## src/rtl/user_time_editor_if.sv

```systemverilog
// Button, RTC-snapshot and edited-value bundle between the user time editor and its neighbours.
// fsm_state mirrors the editor FSM (0 IDLE, 1 LOAD, 2 EDIT, 3 COMMIT) for observation.
interface user_time_editor_if;
  logic       btn_escr, btn_modo, btn_izq, btn_der, btn_arriba, btn_abajo;
  logic [7:0] seg_RTC, min_RTC, hora_RTC, dia_RTC, mes_RTC, ano_RTC;
  logic [7:0] seg_T_RTC, min_T_RTC, hora_T_RTC;
  logic       En_Escr, En_clock, wr_pulse;
  logic [7:0] seg_usu, min_usu, hora_usu, dia_usu, mes_usu, ano_usu;
  logic [7:0] seg_T_usu, min_T_usu, hora_T_usu;
  logic [2:0] campo;
  logic [1:0] fsm_state;

  modport master (
    output btn_escr, btn_modo, btn_izq, btn_der, btn_arriba, btn_abajo,
    output seg_RTC, min_RTC, hora_RTC, dia_RTC, mes_RTC, ano_RTC,
    output seg_T_RTC, min_T_RTC, hora_T_RTC,
    input  En_Escr, En_clock, wr_pulse, campo, fsm_state,
    input  seg_usu, min_usu, hora_usu, dia_usu, mes_usu, ano_usu,
    input  seg_T_usu, min_T_usu, hora_T_usu
  );

  modport slave (
    input  btn_escr, btn_modo, btn_izq, btn_der, btn_arriba, btn_abajo,
    input  seg_RTC, min_RTC, hora_RTC, dia_RTC, mes_RTC, ano_RTC,
    input  seg_T_RTC, min_T_RTC, hora_T_RTC,
    output En_Escr, En_clock, wr_pulse, campo, fsm_state,
    output seg_usu, min_usu, hora_usu, dia_usu, mes_usu, ano_usu,
    output seg_T_usu, min_T_usu, hora_T_usu
  );
endinterface

```

## src/rtl/user_time_editor.sv

```systemverilog
// Button-driven editor for RTC clock/date and timer values in BCD; loads a snapshot,
// lets the user walk fields and step them, then strobes a commit to the RTC writer.
module user_time_editor (
  input  logic                 clk,
  input  logic                 reset,
  user_time_editor_if.slave    bus
);

  typedef enum logic [1:0] {IDLE = 2'd0, LOAD = 2'd1, EDIT = 2'd2, COMMIT = 2'd3} state_t;

  state_t     state, next_state;
  logic [5:0] btn_now, btn_prev, ev;
  logic       ev_escr, ev_modo, ev_izq, ev_der, ev_arriba, ev_abajo;
  logic       en_clock;
  logic [2:0] campo, campo_max;
  logic [3:0] sel;
  logic [7:0] sel_val, sel_lo, sel_hi;
  // Fields 0..5: seg, min, hora, dia, mes, ano; 6..8: seg_T, min_T, hora_T.
  logic [7:0] usu [0:8];
  logic [7:0] rtc [0:8];

  function automatic logic [7:0] field_hi(input logic [3:0] idx);
    case (idx)
      4'd0, 4'd1, 4'd6, 4'd7: return 8'h59;
      4'd2, 4'd8:             return 8'h23;
      4'd3:                   return 8'h31;
      4'd4:                   return 8'h12;
      default:                return 8'h99;
    endcase
  endfunction

  // Out-of-range values snap to a bound so the field can never leave its BCD range.
  function automatic logic [7:0] bcd_inc(input logic [7:0] v, input logic [7:0] lo,
                                         input logic [7:0] hi);
    if (v >= hi || v < lo)    return lo;
    else if (v[3:0] >= 4'h9)  return {v[7:4] + 4'd1, 4'h0};
    else                      return v + 8'd1;
  endfunction

  function automatic logic [7:0] bcd_dec(input logic [7:0] v, input logic [7:0] lo,
                                         input logic [7:0] hi);
    if (v <= lo || v > hi)    return hi;
    else if (v[3:0] == 4'h0)  return {v[7:4] - 4'd1, 4'h9};
    else                      return v - 8'd1;
  endfunction

  assign btn_now = {bus.btn_escr, bus.btn_modo, bus.btn_izq,
                    bus.btn_der, bus.btn_arriba, bus.btn_abajo};
  assign ev = btn_now & ~btn_prev;
  assign {ev_escr, ev_modo, ev_izq, ev_der, ev_arriba, ev_abajo} = ev;

  always_ff @(posedge clk or negedge reset) begin
    if (!reset) btn_prev <= 6'b0;
    else        btn_prev <= btn_now;
  end

  always_ff @(posedge clk or negedge reset) begin
    if (!reset) state <= IDLE;
    else        state <= next_state;
  end

  always_comb begin
    next_state = state;
    case (state)
      IDLE:    if (ev_escr) next_state = LOAD;
      LOAD:    next_state = EDIT;
      EDIT:    if (ev_escr) next_state = COMMIT;
      COMMIT:  next_state = IDLE;
      default: next_state = IDLE;
    endcase
  end

  assign rtc[0] = bus.seg_RTC;
  assign rtc[1] = bus.min_RTC;
  assign rtc[2] = bus.hora_RTC;
  assign rtc[3] = bus.dia_RTC;
  assign rtc[4] = bus.mes_RTC;
  assign rtc[5] = bus.ano_RTC;
  assign rtc[6] = bus.seg_T_RTC;
  assign rtc[7] = bus.min_T_RTC;
  assign rtc[8] = bus.hora_T_RTC;

  assign campo_max = en_clock ? 3'd5 : 3'd2;
  assign sel       = en_clock ? {1'b0, campo} : {1'b0, campo} + 4'd6;
  assign sel_val   = usu[sel];
  assign sel_hi    = field_hi(sel);
  assign sel_lo    = (sel == 4'd3 || sel == 4'd4) ? 8'h01 : 8'h00;

  // Only the highest-priority event class acts; opposing pairs cancel within a class.
  always_ff @(posedge clk or negedge reset) begin
    if (!reset) begin
      en_clock <= 1'b1;
      campo    <= 3'd0;
      for (int i = 0; i < 9; i++) usu[i] <= 8'h00;
      usu[3] <= 8'h01;
      usu[4] <= 8'h01;
    end else begin
      case (state)
        LOAD: begin
          for (int i = 0; i < 9; i++) usu[i] <= rtc[i];
          campo <= 3'd0;
        end
        EDIT: begin
          if (ev_escr) begin
            campo <= campo;
          end else if (ev_modo) begin
            en_clock <= ~en_clock;
            campo    <= 3'd0;
          end else if (ev_izq || ev_der) begin
            if (ev_izq && !ev_der)
              campo <= (campo == 3'd0) ? campo_max : campo - 3'd1;
            else if (ev_der && !ev_izq)
              campo <= (campo >= campo_max) ? 3'd0 : campo + 3'd1;
          end else if (ev_arriba ^ ev_abajo) begin
            usu[sel] <= ev_arriba ? bcd_inc(sel_val, sel_lo, sel_hi)
                                  : bcd_dec(sel_val, sel_lo, sel_hi);
          end
        end
        default: campo <= campo;
      endcase
    end
  end

  assign bus.En_Escr    = (state != IDLE);
  assign bus.wr_pulse   = (state == COMMIT);
  assign bus.En_clock   = en_clock;
  assign bus.campo      = campo;
  assign bus.fsm_state  = state;
  assign bus.seg_usu    = usu[0];
  assign bus.min_usu    = usu[1];
  assign bus.hora_usu   = usu[2];
  assign bus.dia_usu    = usu[3];
  assign bus.mes_usu    = usu[4];
  assign bus.ano_usu    = usu[5];
  assign bus.seg_T_usu  = usu[6];
  assign bus.min_T_usu  = usu[7];
  assign bus.hora_T_usu = usu[8];

endmodule

```

## src/flat_wrapper.sv

```systemverilog
// flat-port wrapper written by rule: the top's interface ports become plain ports
module user_time_editor_flat 
  (clk, reset, bus_btn_escr, bus_btn_modo, bus_btn_izq, bus_btn_der, bus_btn_arriba, bus_btn_abajo, bus_seg_RTC, bus_min_RTC, bus_hora_RTC, bus_dia_RTC, bus_mes_RTC, bus_ano_RTC, bus_seg_T_RTC, bus_min_T_RTC, bus_hora_T_RTC, bus_En_Escr, bus_En_clock, bus_wr_pulse, bus_campo, bus_fsm_state, bus_seg_usu, bus_min_usu, bus_hora_usu, bus_dia_usu, bus_mes_usu, bus_ano_usu, bus_seg_T_usu, bus_min_T_usu, bus_hora_T_usu);
  user_time_editor_if bus_i ();
  input  logic clk;
  input  logic reset;
  input wire logic [$bits(bus_i.btn_escr)-1:0] bus_btn_escr;
  input wire logic [$bits(bus_i.btn_modo)-1:0] bus_btn_modo;
  input wire logic [$bits(bus_i.btn_izq)-1:0] bus_btn_izq;
  input wire logic [$bits(bus_i.btn_der)-1:0] bus_btn_der;
  input wire logic [$bits(bus_i.btn_arriba)-1:0] bus_btn_arriba;
  input wire logic [$bits(bus_i.btn_abajo)-1:0] bus_btn_abajo;
  input wire logic [$bits(bus_i.seg_RTC)-1:0] bus_seg_RTC;
  input wire logic [$bits(bus_i.min_RTC)-1:0] bus_min_RTC;
  input wire logic [$bits(bus_i.hora_RTC)-1:0] bus_hora_RTC;
  input wire logic [$bits(bus_i.dia_RTC)-1:0] bus_dia_RTC;
  input wire logic [$bits(bus_i.mes_RTC)-1:0] bus_mes_RTC;
  input wire logic [$bits(bus_i.ano_RTC)-1:0] bus_ano_RTC;
  input wire logic [$bits(bus_i.seg_T_RTC)-1:0] bus_seg_T_RTC;
  input wire logic [$bits(bus_i.min_T_RTC)-1:0] bus_min_T_RTC;
  input wire logic [$bits(bus_i.hora_T_RTC)-1:0] bus_hora_T_RTC;
  output wire logic [$bits(bus_i.En_Escr)-1:0] bus_En_Escr;
  output wire logic [$bits(bus_i.En_clock)-1:0] bus_En_clock;
  output wire logic [$bits(bus_i.wr_pulse)-1:0] bus_wr_pulse;
  output wire logic [$bits(bus_i.campo)-1:0] bus_campo;
  output wire logic [$bits(bus_i.fsm_state)-1:0] bus_fsm_state;
  output wire logic [$bits(bus_i.seg_usu)-1:0] bus_seg_usu;
  output wire logic [$bits(bus_i.min_usu)-1:0] bus_min_usu;
  output wire logic [$bits(bus_i.hora_usu)-1:0] bus_hora_usu;
  output wire logic [$bits(bus_i.dia_usu)-1:0] bus_dia_usu;
  output wire logic [$bits(bus_i.mes_usu)-1:0] bus_mes_usu;
  output wire logic [$bits(bus_i.ano_usu)-1:0] bus_ano_usu;
  output wire logic [$bits(bus_i.seg_T_usu)-1:0] bus_seg_T_usu;
  output wire logic [$bits(bus_i.min_T_usu)-1:0] bus_min_T_usu;
  output wire logic [$bits(bus_i.hora_T_usu)-1:0] bus_hora_T_usu;
  assign bus_i.btn_escr = bus_btn_escr;
  assign bus_i.btn_modo = bus_btn_modo;
  assign bus_i.btn_izq = bus_btn_izq;
  assign bus_i.btn_der = bus_btn_der;
  assign bus_i.btn_arriba = bus_btn_arriba;
  assign bus_i.btn_abajo = bus_btn_abajo;
  assign bus_i.seg_RTC = bus_seg_RTC;
  assign bus_i.min_RTC = bus_min_RTC;
  assign bus_i.hora_RTC = bus_hora_RTC;
  assign bus_i.dia_RTC = bus_dia_RTC;
  assign bus_i.mes_RTC = bus_mes_RTC;
  assign bus_i.ano_RTC = bus_ano_RTC;
  assign bus_i.seg_T_RTC = bus_seg_T_RTC;
  assign bus_i.min_T_RTC = bus_min_T_RTC;
  assign bus_i.hora_T_RTC = bus_hora_T_RTC;
  assign bus_En_Escr = bus_i.En_Escr;
  assign bus_En_clock = bus_i.En_clock;
  assign bus_wr_pulse = bus_i.wr_pulse;
  assign bus_campo = bus_i.campo;
  assign bus_fsm_state = bus_i.fsm_state;
  assign bus_seg_usu = bus_i.seg_usu;
  assign bus_min_usu = bus_i.min_usu;
  assign bus_hora_usu = bus_i.hora_usu;
  assign bus_dia_usu = bus_i.dia_usu;
  assign bus_mes_usu = bus_i.mes_usu;
  assign bus_ano_usu = bus_i.ano_usu;
  assign bus_seg_T_usu = bus_i.seg_T_usu;
  assign bus_min_T_usu = bus_i.min_T_usu;
  assign bus_hora_T_usu = bus_i.hora_T_usu;
  user_time_editor u_core (.clk(clk), .reset(reset), .bus(bus_i));
endmodule
```

## config.mk

```make
export PLATFORM = sky130hd
export DESIGN_NAME = user_time_editor_flat
export DESIGN_NICKNAME = d
export VERILOG_FILES = /design/src/rtl/user_time_editor_if.sv /design/src/rtl/user_time_editor.sv /design/src/flat_wrapper.sv
export SDC_FILE = /design/constraint.sdc
export NUM_CORES = 1
export LEC_CHECK = 0
export CAP_MARGIN = 15
export CORE_MARGIN = 2
export CORE_UTILIZATION = 45
export CTS_BUF_LIST = sky130_fd_sc_hd__clkbuf_8 sky130_fd_sc_hd__clkbuf_16
export CTS_CLUSTER_SIZE = 8
export DETAILED_ROUTE_END_ITERATION = 16
export GPL_TIMING_DRIVEN = 0
export PLACE_DENSITY = 0.87
export SLEW_MARGIN = 25
export SYNTH_ARGS = -nofsm -noshare
export SYNTH_HDL_FRONTEND = slang
export SYNTH_SLANG_ARGS = --single-unit
```

## constraint.sdc

```tcl
create_clock -name clk -period 7.25 [get_ports clk]
set_input_delay 1.45 -clock clk [delete_from_list [all_inputs] [get_ports clk]]
set_output_delay 1.45 -clock clk [all_outputs]
set_load 0.02 [all_outputs]
```

==> results of run 1 <==
sequential cells by signal (all words and copies together) (netlist names):
name / count
u_core.bus.ano_usu: 8
u_core.bus.dia_usu: 8
u_core.bus.hora_T_usu: 8
u_core.bus.hora_usu: 8
u_core.bus.mes_usu: 8
u_core.bus.min_T_usu: 8
u_core.bus.min_usu: 8
u_core.bus.seg_T_usu: 8
u_core.bus.seg_usu: 8
u_core.btn_prev: 6
u_core.bus.campo: 3
u_core.bus.fsm_state: 2
u_core.bus.En_clock: 1
worst max-delay path by stage:
stage	from	endpoint	slack [ps]	cells after the start
CTS	u_core.bus.campo[1]	u_core.bus.dia_usu[0]	1190	17
floorplan	u_core.bus.campo[1]	u_core.bus.hora_T_usu[4]	2530	18
finish	u_core.bus.campo[1]	u_core.bus.dia_usu[0]	1020	17
global placement	u_core.bus.campo[1]	u_core.bus.dia_usu[0]	1270	17
detailed placement	u_core.bus.campo[1]	u_core.bus.dia_usu[0]	1220	17
global route	u_core.bus.campo[1]	u_core.bus.dia_usu[5]	720	17
placed cells by master, fill, tap and decap left out, types with 3 or more instances in the layout:
| cell | n |
|---|---|
| o31ai_1 | 4 |
| buf_1 | 4 |
| buf_2 | 4 |
| dfstp_2 | 3 |
| inv_1 | 20 |
| clkbuf_1 | 29 |
| nand2b_1 | 13 |
| and3_1 | 70 |
| o21ai_0 | 34 |
| a32oi_1 | 7 |
| mux4_2 | 16 |
| o21a_1 | 4 |
| mux2i_1 | 7 |
| ha_1 | 26 |
| nor3_1 | 9 |
| o21ai_1 | 3 |
| clkbuf_16 | 9 |
| xnor2_1 | 9 |
| a22o_1 | 3 |
| dfrtp_1 | 81 |
| nand3_1 | 9 |
| a211oi_1 | 5 |
| and2_1 | 4 |
| a21boi_0 | 9 |
| clkdlybuf4s50_1 | 158 |
| nand2_1 | 36 |
| o32ai_1 | 4 |
| nor2_1 | 18 |
| nor2b_1 | 6 |
| a221o_1 | 48 |
| nand4_1 | 4 |
| a21oi_1 | 36 |
| a21o_1 | 4 |
cell families after synthesis:
kind of cell / count (synthesis)
flip-flops: 84
AND/OR/NAND/NOR: 183
AO/OA/AOI/OAI: 176
XOR/XNOR: 10
multiplexers: 23
buffers and inverters: 56
adder cells (fa/ha/maj): 26
cells in the mapped netlist (13+ instances only):
cell and n:
nand2b_1 13, and3_1 70, clkbuf_1 29, inv_1 17, a21oi_1 36, mux4_2 16, nand2_1 36, o21ai_0 34
a221o_1 48, ha_1 26, dfrtp_1 81, nor2_1 18
worst min-delay path: stages (launching register included):
cell,delay [ps]
dfrtp_1,370
a21oi_1,70
o21ai_0,60
layer usage:
layer / up-vias / wire [µm] / GRT usage, %
li1: 2501 / - / -
met1: 2858 / 7803 / 40.55
met2: 449 / 9999 / 52.47
met3: 91 / 1976 / 5.929
met4: 0 / 880 / 15.85
met5: - / 0 / 0
per-stage QoR:
stage	hold slack [ps]	utilization [%]	setup WS, ps
floorplan	611.4	-	2526
global placement	508.3	60.71	1274
detailed placement	519.6	60.86	1225
CTS	539.5	63.25	1192
global route	570.3	63.25	718.6
finish	534.6	63.25	1020
cell type report:
cell class | instances | area [µm²] | share of cell area (%)
multi-input combinational | 418 | 3151 | 41.64
sequential | 84 | 2106 | 27.83
timing repair buffer | 160 | 1609 | 21.27
clock buffer | 9 | 225.2 | 2.977
tap | 147 | 183.9 | 2.431
buffer | 39 | 166.4 | 2.199
inverter | 17 | 63.81 | 0.8434
clock inverter | 7 | 61.31 | 0.8103
==> flow_summary_export.csv, run 1 <==
group,metric,value,unit
outcome,status,"finished clean",
timing,skew,7.247,ps
floorplanning,core.rowCount,40,
global_route,grt_usage,31.95,%
finish,diodes,0,
hold_path,min_from,"u_core.bus.seg_usu[1]",
clock_network,root_buffer,"clkbuf_16",
critical_path,cp_max_fo,10,
hold_path,hp-class,"reg2reg",
critical_path,cp.required,7530,ps
floorplanning,ios,160,
placement,place.gp.congestion,0.9602,
floorplanning,die-area,0.01309,mm²
logic_synthesis,syn_area_per_cell,9.832,µm²
finish,nFillCells,938,
critical_path,arrival,6510,ps
clock_network,cts_sinks,84,
timing,tns,0,ps
logic_synthesis,synth_top_family_by_area,"compound AO/OA/AOI/OAI gates",
critical_path,ff2ff_path_depth,17,
drt,drt-initial-drc-count,752,
critical_path,endpoint_kind,"flop",
placement,hpwl,15400,µm
finish,drive_gt1_share,6.403,%
critical_path,reg2reg_from,"u_core.bus.campo[1]",
logic_synthesis,synth-simple-area-share,18.38,%
finish,stdcell_count,881,
timing,worst_pin_slew,1055,ps
global_route,grt_pass1_wl,32130,µm
drt,wl,20660,µm
critical_path,rr_endpoint,"u_core.bus.dia_usu[0]",
logic_synthesis,synth_top_area_share,36.94,%
clock_network,clk_latency,340,ps
critical_path,start_kind,"flop",
global_route,grt_pass1_vias,5978,
drt,viasPerCell,6.696,
logic_synthesis,synthXorXnorAreaFrac,1.596,%
logic_synthesis,synth-seq-cells,84,
timing,slew-limit-headroom,27.65,%
critical_path,crit_chain,"ha_1, buf_2, buf_1, mux4_2, a21boi_0, a221oi_1, inv_1, ha_1, or2_2, a311oi_1, nor3b_1, o21a_1, o32a_1, buf_6, mux2i_1, mux2i_1, a221o_1",
clock_network,cts-htree-levels,3,
drt,wl_per_cell,23.45,µm
finish,area_growth,37.90,%
timing,drv_slew,0,
global_route,grt_max_degree,50,
drt,vias,5899,
logic_synthesis,syn_inst,558,
clock_network,ctsResizeCount,0,
placement,dp.cells,865,
logic_synthesis,async_reset_ff_share,100.0,%
hold_path,min_to,"u_core.bus.seg_usu[1]",
logic_synthesis,yosys_most_used_dff,"dfrtp_1",
global_route,grt_antenna_before_repair,0,
critical_path,r2r_slack,1020,ps
drt,ant_nets,0,
floorplanning,die_y,114.4,µm
critical_path,critical-path-top-delay-family,"compound AO/OA/AOI/OAI gates",
clock_network,cts_tree,"yes",
global_route,overflow,0,
logic_synthesis,syn_nets,664,
floorplanning,core_area,0.01196,mm²
critical_path,crit_type,"reg2reg",
hold_path,worstHoldPathCells,2,
timing,finalCriticalPeriod,6230,ps
clock_network,hold_buffers,0,
clock_network,clk_pin_slew,60,ps
finish,final_area,0.007566,mm²
critical_path,cp_slowest_cell,"mux2i_1",
logic_synthesis,synth.largest_area_cell,"dfrtp_1",
timing,finalHoldViolations,0,
clock_network,clockBufferDepth,2,
floorplanning,start_util,45.87,%
timing,rsz0062_at_grt,"false",
timing,fmax,160.5,MHz
logic_synthesis,post_synth_num_cell_types,58,
drt,dr.pass1.iters,6,
logic_synthesis,synth_fa_ha_area_share,5.929,%
placement,dpl_cell_area,0.007279,mm²
timing,fin_crit_sh,85.93,%
clock_network,cts_setup_buffers,0,
critical_path,cp_num_buf_inv,4,
logic_synthesis,synthTopCellsByArea,"dfrtp_1, a221o_1, and3_1, mux4_2, ha_1",
placement,numPortBuffers,159,
logic_synthesis,synth_compound_area_share,23.67,%
drt,drc,0,
logic_synthesis,ys_seq_area_share,38.38,%
clock_network,cts_buffers,9,
logic_synthesis,netlist_area,0.005487,mm²
timing,setup_violations,0,
logic_synthesis,synth_mux_area_share,7.845,%
logic_synthesis,yosysWarnings,0,
job,maxCapViolCount,0,
floorplanning,dieWidth,114.4,µm
finish,final_nets,835,
critical_path,cpPeakStageDelay,830,ps
logic_synthesis,synth-edff-count,0,
Power of run 1 is not shown: default switching activity piles up to over one toggle a cycle in this logic, so the estimate is an artifact.
==> inputs of run 2 (changes only) <==
--- a/config.mk
+++ b/config.mk
@@ -12,6 +12,7 @@
 export CTS_CLUSTER_SIZE = 8
 export DETAILED_ROUTE_END_ITERATION = 16
 export GPL_TIMING_DRIVEN = 0
+export HOLD_SLACK_MARGIN = 0.1
 export PLACE_DENSITY = 0.87
 export SLEW_MARGIN = 25
 export SYNTH_ARGS = -nofsm -noshare
==> results of run 2 <==
No change in the layout: final DEF, timing and power equal those of run 1.
Power of run 2 is left out for the same reason.
